`src/rtl/countn_pkg.sv`:
```
// countn_pkg: shared definitions for the countn counter family.
//   count_mode_e   : MODE_WRAP (wrap at the bounds) / MODE_SAT (hold at the bounds)
//   params_legal() : elaboration-time legality check for WIDTH / MODULUS
package countn_pkg;

  typedef enum logic {
    MODE_WRAP = 1'b0,
    MODE_SAT  = 1'b1
  } count_mode_e;

  localparam int unsigned WIDTH_MIN = 2;
  localparam int unsigned WIDTH_MAX = 32;

  // MODULUS is carried as 64 bits so 2**32 is representable.
  function automatic bit params_legal(input int unsigned width,
                                      input longint unsigned modulus);
    if (width < WIDTH_MIN || width > WIDTH_MAX) return 1'b0;
    if (modulus < 64'd2) return 1'b0;
    if (modulus > (64'd1 << width)) return 1'b0;
    return 1'b1;
  endfunction

endpackage

```
`src/rtl/countn_if.sv`:
```
// countn_if: control and status bundle of the countn counter.
//   master : drives enable, up, load, load_value; observes the status
//   slave  : the counter itself; drives count, at_max, at_min, wrapped, saturated
interface countn_if #(
  parameter int unsigned WIDTH = 8
);
  logic             enable;
  logic             up;
  logic             load;
  logic [WIDTH-1:0] load_value;
  logic [WIDTH-1:0] count;
  logic             at_max;
  logic             at_min;
  logic             wrapped;
  logic             saturated;

  modport master (
    output enable, up, load, load_value,
    input  count, at_max, at_min, wrapped, saturated
  );

  modport slave (
    input  enable, up, load, load_value,
    output count, at_max, at_min, wrapped, saturated
  );
endinterface

```
`src/rtl/countn_incdec_n.sv`:
```
// incdec_n: generalised WIDTH-bit incrementer/decrementer.
//   x   : operand
//   dir : 1 = x+1, 0 = x-1
//   y   : result, truncated to WIDTH bits
//   co  : carry out (dir=1) or borrow out (dir=0)
module incdec_n #(
  parameter int unsigned WIDTH = 8
) (
  input  logic [WIDTH-1:0] x,
  input  logic             dir,
  output logic [WIDTH-1:0] y,
  output logic             co
);

  always_comb begin
    if (dir) begin
      {co, y} = {1'b0, x} + (WIDTH+1)'(1);
    end else begin
      {co, y} = {1'b0, x} - (WIDTH+1)'(1);
    end
  end

endmodule

```
`src/rtl/countn.sv`:
```
// countn: parametrised up/down counter with load, wrap/saturate mode and
// registered boundary flags.
//   clock : single clock, all state changes on posedge
//   reset : synchronous, active-high, overrides everything
//   bus   : countn_if.slave
//     enable/up/load/load_value in; count, at_max, at_min (combinational
//     compares of count), wrapped, saturated (registered) out
module countn
  import countn_pkg::*;
#(
  parameter int unsigned     WIDTH   = 8,
  parameter longint unsigned MODULUS = 64'd1 << WIDTH,
  parameter count_mode_e     MODE    = MODE_WRAP
) (
  input  logic    clock,
  input  logic    reset,
  countn_if.slave bus
);

  if (!params_legal(WIDTH, MODULUS)) begin : g_param_check
    $error("countn: illegal WIDTH=%0d / MODULUS=%0d", WIDTH, MODULUS);
  end

  localparam logic [WIDTH-1:0] MAX_COUNT = WIDTH'(MODULUS - 64'd1);

  logic [WIDTH-1:0] count_q;
  logic             wrapped_q;
  logic             saturated_q;
  logic [WIDTH-1:0] step_value;
  logic             incdec_carry_unused;
  logic             at_max_c;
  logic             at_min_c;
  logic             at_bound;
  logic [WIDTH-1:0] load_clamped;

  incdec_n #(
    .WIDTH(WIDTH)
  ) u_incdec (
    .x   (count_q),
    .dir (bus.up),
    .y   (step_value),
    .co  (incdec_carry_unused)
  );

  always_comb begin
    at_max_c = (count_q == MAX_COUNT);
    at_min_c = (count_q == '0);
    // Bound in the current direction; decided by compare, not by the
    // incrementer carry, so non-power-of-two moduli wrap correctly.
    at_bound = bus.up ? at_max_c : at_min_c;
    load_clamped = (64'(bus.load_value) < MODULUS) ? bus.load_value : MAX_COUNT;
  end

  always_ff @(posedge clock) begin
    if (reset) begin
      count_q     <= '0;
      wrapped_q   <= 1'b0;
      saturated_q <= 1'b0;
    end else if (bus.load) begin
      count_q     <= load_clamped;
      wrapped_q   <= 1'b0;
      saturated_q <= 1'b0;
    end else if (bus.enable) begin
      if (!at_bound) begin
        count_q     <= step_value;
        wrapped_q   <= 1'b0;
        saturated_q <= 1'b0;
      end else if (MODE == MODE_WRAP) begin
        count_q     <= bus.up ? '0 : MAX_COUNT;
        wrapped_q   <= 1'b1;
        saturated_q <= 1'b0;
      end else begin
        wrapped_q   <= 1'b0;
        saturated_q <= 1'b1;
      end
    end else begin
      wrapped_q <= 1'b0;
    end
  end

  assign bus.count     = count_q;
  assign bus.at_max    = at_max_c;
  assign bus.at_min    = at_min_c;
  assign bus.wrapped   = wrapped_q;
  assign bus.saturated = saturated_q;

endmodule
```
`src/flat_wrapper.sv`:
```
// flat-port wrapper written by rule: the top's interface ports become plain ports
module countn_flat import countn_pkg::*;
#(
  parameter int unsigned     WIDTH   = 8,
  parameter longint unsigned MODULUS = 64'd1 << WIDTH,
  parameter count_mode_e     MODE    = MODE_WRAP
)
  (clock, reset, bus_enable, bus_up, bus_load, bus_load_value, bus_count, bus_at_max, bus_at_min, bus_wrapped, bus_saturated);
  countn_if #(.WIDTH(WIDTH)) bus_i ();
  input  logic clock;
  input  logic reset;
  input wire logic [$bits(bus_i.enable)-1:0] bus_enable;
  input wire logic [$bits(bus_i.up)-1:0] bus_up;
  input wire logic [$bits(bus_i.load)-1:0] bus_load;
  input wire logic [$bits(bus_i.load_value)-1:0] bus_load_value;
  output wire logic [$bits(bus_i.count)-1:0] bus_count;
  output wire logic [$bits(bus_i.at_max)-1:0] bus_at_max;
  output wire logic [$bits(bus_i.at_min)-1:0] bus_at_min;
  output wire logic [$bits(bus_i.wrapped)-1:0] bus_wrapped;
  output wire logic [$bits(bus_i.saturated)-1:0] bus_saturated;
  assign bus_i.enable = bus_enable;
  assign bus_i.up = bus_up;
  assign bus_i.load = bus_load;
  assign bus_i.load_value = bus_load_value;
  assign bus_count = bus_i.count;
  assign bus_at_max = bus_i.at_max;
  assign bus_at_min = bus_i.at_min;
  assign bus_wrapped = bus_i.wrapped;
  assign bus_saturated = bus_i.saturated;
  countn #(.WIDTH(WIDTH), .MODULUS(MODULUS), .MODE(MODE)) u_core (.clock(clock), .reset(reset), .bus(bus_i));
endmodule
```
`config.mk`:
```
export PLATFORM = sky130hd
export DESIGN_NAME = countn_flat
export DESIGN_NICKNAME = d
export VERILOG_FILES = /design/src/rtl/countn_pkg.sv /design/src/rtl/countn_if.sv /design/src/rtl/countn_incdec_n.sv /design/src/rtl/countn.sv /design/src/flat_wrapper.sv
export SDC_FILE = /design/constraint.sdc
export NUM_CORES = 1
export LEC_CHECK = 0
export ABC_AREA = 1
export ABC_CLOCK_PERIOD_IN_PS = 5100
export CAP_MARGIN = 25
export CORE_MARGIN = 2
export CORE_UTILIZATION = 51
export CTS_BUF_LIST = sky130_fd_sc_hd__clkbuf_4
export DETAILED_ROUTE_END_ITERATION = 16
export GPL_ROUTABILITY_DRIVEN = 0
export MAX_ROUTING_LAYER = met4
export PLACE_DENSITY = 0.87
export SLEW_MARGIN = 5
export SYNTH_ARGS = -nofsm -noshare
export SYNTH_HDL_FRONTEND = slang
export SYNTH_SLANG_ARGS = --single-unit
```
`constraint.sdc`:
```
create_clock -name clock -period 5.1 [get_ports clock]
set_clock_uncertainty 0.15 [all_clocks]
set_input_delay 1.275 -clock clock [delete_from_list [all_inputs] [get_ports clock]]
set_output_delay 1.275 -clock clock [all_outputs]
set_load 0.05 [all_outputs]
```
==> flow_summary.json, run 1 <==
{
  "clkTransAtPathRegs_ns": 0.06,
  "power.switching_mw": 0.113,
  "htreeDepth": 1,
  "cts_tree": "built",
  "clock_latency_ns": 0.27,
  "placed_area_um2": 1030,
  "crit_cells": 3,
  "final_max_slew_viol_count": 0,
  "swShare_pct": 41.1,
  "crit_fanout": 6,
  "ioPinCount": 25,
  "dp_slack_ns": 1.73,
  "setup_ws_ns": 1.74,
  "fmax_mhz": 298,
  "path_class": "reg -> out",
  "synth_cells": 111,
  "synth.distinct_cells": 30,
  "endpoint_kind": "output pin",
  "dp.cells": 149,
  "critPathBufInv": 1,
  "via_per_inst": 5.64,
  "slowest_delay_ns": 0.81,
  "drt_pass1_iterations": 5,
  "cap_violations": 0,
  "ys_warn_count": 0,
  "via_count": 863,
  "arrival_ns": 1.94,
  "rr_worst_depth": 10,
  "crit_path_start_kind": "flip-flop",
  "grt_max_degree": 11,
  "stdcell_area_um2": 1060,
  "antenna_found_initial": 0,
  "setup_viol": 0,
  "status": "complete, no violations",
  "initial_utilization_pct": 53.5,
  "synth_fp_nets": 131,
  "drt-initial-drc-count": 48,
  "syn_area_um2": 787,
  "p_int_mw": 0.162,
  "tightest_slew_ns": 0.500,
  "slowest_stage": "clkdlybuf4s50_1",
  "wire_per_inst_um": 13.1,
  "fin_util_pct": 72.0,
  "first_global_vias": 835,
  "cts.hold.buffers_added": 0,
  "numCtsBuffers": 3,
  "crit_chain": "nand4_1 -> nor2_4 -> clkdlybuf4s50_1",
  "clkPwrFrac_pct": 22.9,
  "cts-resized-gates": 0,
  "hold_violations": 0,
  "dpl.hpwl_um": 1560,
  "post_cts_buffers": 0,
  "period_share_pct": 65.9,
  "coreArea_um2": 1470,
  "grt_overflow_total": 0,
  "tns_ns": 0,
  "clk_path_buf_depth": 2,
  "grt_usage_pct": 24.9,
  "ant_nets": 0,
  "rsz0062_at_grt": "false",
  "relSlewSlack_pct": 66.5,
  "p_leak_nw": 0.496,
  "final_cell_mix": "nand2_1 (28), clkdlybuf4s50_1 (23), inv_1 (10), nor2_1 (9), dfxtp_1 (9)",
  "p_per_area_nw_per_um2": 260,
  "drc": 0,
  "hold_class": "reg -> reg",
  "synth_area_per_cell_um2": 7.09,
  "cts_root_buf": "clkbuf_4",
  "syn_to_final_growth_pct": 34.7,
  "p_seq_share_pct": 31.3,
  "die_w_um": 43.3,
  "ir_drop_mv": 0.155,
  "nNetsFinal": 158,
  "synth-seq-cells": 9,
  "final_common_cell": "nand2_1",
  "layout-drive-gt1-share_pct": 13.9,
  "timing.critical_path.required_ns": 3.67,
  "ys_seq_area_share_pct": 22.9,
  "die-area_um2": 1870,
  "combPwrFrac_pct": 45.7,
  "insertedDiodeCount": 0,
  "routed_wl_um": 2000,
  "cts_sinks": 9,
  "grt_pass1_wl_um": 3390,
  "crit_family": "buffers and inverters",
  "num_rows": 14,
  "die_h_um": 43.3,
  "hold_depth": 2,
  "final.min_clock_period_ns": 3.36,
  "port_buffers": 23,
  "fin_cells": 153
}
[stage by stage]
stage / hold slack (ns) / total power, mW
finish: 0.399 / 0.275
CTS: 0.406 / 0.278
global placement: 0.369 / 0.209
floorplan: 0.564 / 0.175
global route: 0.413 / 0.294
detailed placement: 0.394 / 0.213
[tightest hold or removal path, cell delays in order, from the launching register on]
cell and delay (ns):
dfxtp_1 0.36, nand2_1 0.09, a21oi_1 0.06
[power groups by stage]
stage	Combinational [mW]	Sequential (mW)	Clock (mW)
finish	0.126	0.0863	0.0631
global route	0.139	0.0874	0.0676
CTS	0.126	0.0862	0.0655
detailed placement	0.125	0.0878	0
global placement	0.122	0.0872	0
floorplan	0.0683	0.107	0
[sequential cells by signal, summed over array words and instances, names as in the netlist]
name,count
u_core.bus.count,8
u_core.bus.wrapped,1
[cell type report]
type / instances / area, um2
fillers: 139 / 412
well taps: 16 / 20.0
inverters: 12 / 45.0
repair buffers: 23 / 230
flip-flops and latches: 9 / 180
clock buffers: 4 / 30.0
multi-input cells: 89 / 554
[metal layers]
| layer | global-route usage [%] | vias up | wire length [um] |
|---|---|---|---|
| li1 | - | 428 | - |
| met1 | 29.0 | 397 | 876 |
| met2 | 40.9 | 31 | 973 |
| met3 | 2.55 | 7 | 87 |
| met4 | 14.5 | 0 | 59 |
| met5 | - | - | 0 |
[logic make-up after synthesis]
kind of cell | synth area share [%]
buffers and inverters | 6.68
XOR/XNOR | 4.45
flip-flops | 22.9
AO/OA/AOI/OAI | 20.2
other | 0.476
AND/OR/NAND/NOR | 33.2
adder cells (fa/ha/maj) | 12.1
[path summary, 6_finish.rpt]
kind / startpoint / endpoint / slack (ns)
worst max-delay path: u_core.bus.count[1] / bus_at_max / 1.74
worst min-delay path: u_core.bus.count[6] / u_core.bus.count[6] / 0.40
worst max register to register: u_core.bus.count[0] / u_core.bus.count[6] / 3.35
worst min register to register: u_core.bus.count[6] / u_core.bus.count[6] / 0.40
[Yosys cell counts]
cell type	number	area (um2)
nand2_4	1	11.3
or2_2	1	6.26
nand3_2	1	10.0
inv_1	10	37.5
o221ai_1	4	35.0
o21ai_2	1	8.76
nor2_2	1	6.26
a21oi_1	8	40.0
o21ai_0	2	10.0
a211oi_2	1	12.5
nand3_1	7	35.0
conb_1	1	3.75
nand2_2	2	12.5
buf_4	1	7.51
xnor2_1	1	8.76
nor2_1	9	33.8
nand4_1	2	12.5
a21oi_2	3	26.3
or2_1	1	6.26
nor2_4	2	22.5
clkinv_1	1	3.75
o21a_1	1	7.51
a22oi_1	1	7.51
dfxtp_1	9	180
xor2_1	3	26.3
fa_1	1	20.0
ha_1	6	75.1
o221a_2	1	11.3
nand2_1	28	105
inv_2	1	3.75
Power figures use the tool's default switching activity.
==> run 2, diff against run 1 <==
--- a/config.mk
+++ b/config.mk
@@ -6,15 +6,15 @@
 export NUM_CORES = 1
 export LEC_CHECK = 0
 export ABC_AREA = 1
-export ABC_CLOCK_PERIOD_IN_PS = 5100
+export ABC_CLOCK_PERIOD_IN_PS = 3000
 export CAP_MARGIN = 25
 export CORE_MARGIN = 2
-export CORE_UTILIZATION = 51
+export CORE_UTILIZATION = 43
 export CTS_BUF_LIST = sky130_fd_sc_hd__clkbuf_4
 export DETAILED_ROUTE_END_ITERATION = 16
 export GPL_ROUTABILITY_DRIVEN = 0
 export MAX_ROUTING_LAYER = met4
-export PLACE_DENSITY = 0.87
+export PLACE_DENSITY = 0.78
 export SLEW_MARGIN = 5
 export SYNTH_ARGS = -nofsm -noshare
 export SYNTH_HDL_FRONTEND = slang
==> constraint.sdc (replaced) <==
create_clock -name clock -period 3 [get_ports clock]
set_clock_uncertainty 0.15 [all_clocks]
set_input_delay 0.75 -clock clock [delete_from_list [all_inputs] [get_ports clock]]
set_output_delay 0.75 -clock clock [all_outputs]
set_load 0.05 [all_outputs]
==> run 2 against run 1 <==
Effect of this change:
- flip-flop and latch count unchanged
- routed wire length is 5.6% higher
- worst hold slack got worse by 0.018 ns
- first-iteration DRC count is 44% lower
- non-clock buffer count up 1
- clock power rose by 71%
- sequential share of layout area shrank 0.30 points
- sequential power is 69% higher
- total power up 71%
- final area up 1.8%
- via count shrank 1.6%
==> flow_summary.json, run 2 (same netlist as run 1, synthesis figures left out) <==
{
  "fin_util_pct": 62.5,
  "hold_depth": 2,
  "status": "complete, no violations",
  "numCtsBuffers": 3,
  "post_cts_buffers": 0,
  "slowest_delay_ns": 0.81,
  "nNetsFinal": 159,
  "crit_path_start_kind": "flip-flop",
  "port_buffers": 23,
  "tightest_slew_ns": 0.499,
  "largest_register_ffs": 8,
  "worstHoldStart": "u_core.bus.count[6]",
  "rsz0062_at_grt": "false",
  "tns_ns": 0,
  "arrival_ns": 1.93,
  "dp_slack_ns": 0.249,
  "syn_to_final_growth_pct": 37.0,
  "via_per_inst": 5.21,
  "crit_fanout": 6,
  "p_per_area_nw_per_um2": 435,
  "drt_pass1_iterations": 4,
  "endpoint_kind": "output pin",
  "r2r-end": "u_core.bus.count[6]",
  "relSlewSlack_pct": 66.6,
  "die_w_um": 46.8,
  "grt_pass1_wl_um": 3470,
  "fmax_mhz": 353,
  "num_rows": 15,
  "fin_hold_ws_ns": 0.380,
  "wire_per_inst_um": 12.9,
  "coreArea_um2": 1730,
  "die_h_um": 46.8,
  "initial_utilization_pct": 45.6,
  "cts-resized-gates": 0,
  "insertedDiodeCount": 0,
  "setup_viol": 0,
  "critPathBufInv": 1,
  "final_common_cell": "nand2_1",
  "crit_chain": "nand4_1 -> nor2_4 -> clkdlybuf4s50_1",
  "cts_tree": "built",
  "hold_class": "reg -> reg",
  "cts.hold.buffers_added": 0,
  "r2r_start": "u_core.bus.count[0]",
  "cap_violations": 0,
  "setup_ws_ns": 0.168,
  "drt-initial-drc-count": 27,
  "hold_violations": 0,
  "period_share_pct": 94.4,
  "via_count": 849,
  "power.total_mw": 0.469,
  "r2r_slack_ns": 1.29,
  "ioPinCount": 25,
  "path_class": "reg -> out",
  "layout-drive-gt1-share_pct": 14.5,
  "grt_overflow_total": 0,
  "final_max_slew_viol_count": 0,
  "holdPathEnd": "u_core.bus.count[6]",
  "routed_wl_um": 2110,
  "final.min_clock_period_ns": 2.83,
  "clkTransAtPathRegs_ns": 0.07,
  "rr_worst_depth": 10,
  "fill_cells": 167,
  "ant_nets": 0,
  "timing.critical_path.required_ns": 2.10,
  "cts_sinks": 9,
  "clock_latency_ns": 0.27,
  "cts_root_buf": "clkbuf_4",
  "crit_family": "buffers and inverters",
  "first_global_vias": 814,
  "clk_path_buf_depth": 2,
  "drc": 0,
  "final_cell_mix": "nand2_1 (28), clkdlybuf4s50_1 (23), inv_1 (10), nor2_1 (9), dfxtp_1 (9)",
  "dpl.hpwl_um": 1650,
  "die-area_um2": 2190,
  "htreeDepth": 1,
  "p_leak_nw": 0.501,
  "grt_max_degree": 11,
  "ir_drop_mv": 0.277,
  "antenna_found_initial": 0,
  "grt_usage_pct": 23.4,
  "slowest_stage": "clkdlybuf4s50_1"
}
## run 2: metal layers
| metal | share of wire [%] | GRT usage [%] | wire (um) |
|---|---|---|---|
| met1 | 42 | 26.4 | 878 |
| met2 | 51 | 39.2 | 1090 |
| met3 | 5.3 | 6.15 | 112 |
| met4 | 1.5 | 8.89 | 31 |
| met5 | 0 | - | 0 |
## run 2: worst register-to-register path, cell delays in order (launching register included)
cell     delay (ns)
dfxtp_1        0.39
fa_1           0.45
nand2_1        0.09
nand2_1        0.08
nand3_1        0.09
nand2_1        0.06
nand2_1        0.07
nand3_2        0.05
nand2_1        0.06
nand2_1        0.05
a21oi_1        0.11
## run 2: layout make-up
type | count | area [um2] | share of cell area, %
Timing Repair Buffer | 24 | 238 | 22.0
Clock buffer | 4 | 30.0 | 2.78
Sequential cell | 9 | 180 | 16.7
Multi-Input combinational cell | 89 | 554 | 51.4
Inverter | 12 | 45.0 | 4.18
Tap cell | 25 | 31.3 | 2.90
## run 2: how the worst max path moves through the flow
stage	start	to	slack [ns]	cells past startpoint
after global routing	u_core.bus.count[1]	bus_at_max	0.07	3
after floorplan	u_core.bus.count[1]	bus_at_max	0.78	2
after detailed placement	bus_up	u_core.bus.count[5]	0.25	9
final	u_core.bus.count[1]	bus_at_max	0.17	3
after CTS	u_core.bus.count[1]	bus_at_max	0.17	3
after global placement	bus_up	u_core.bus.count[5]	0.32	9
## run 2: where the power goes
group	switching (mW)	total, mW	internal [mW]	leakage [nW]
clock network	0.0479	0.108	0.0605	0.0184
registers	0.0160	0.146	0.130	0.0748
logic	0.129	0.215	0.0855	0.408
## run 2: per-stage QoR
step | std cells | area [um2]
3_5_place_dp | 159 | 1050
4_1_cts | 163 | 1080
5_1_grt | 163 | 1080
3_3_place_gp | 159 | 1050
2_1_floorplan | 111 | 787
6_report | 163 | 1080
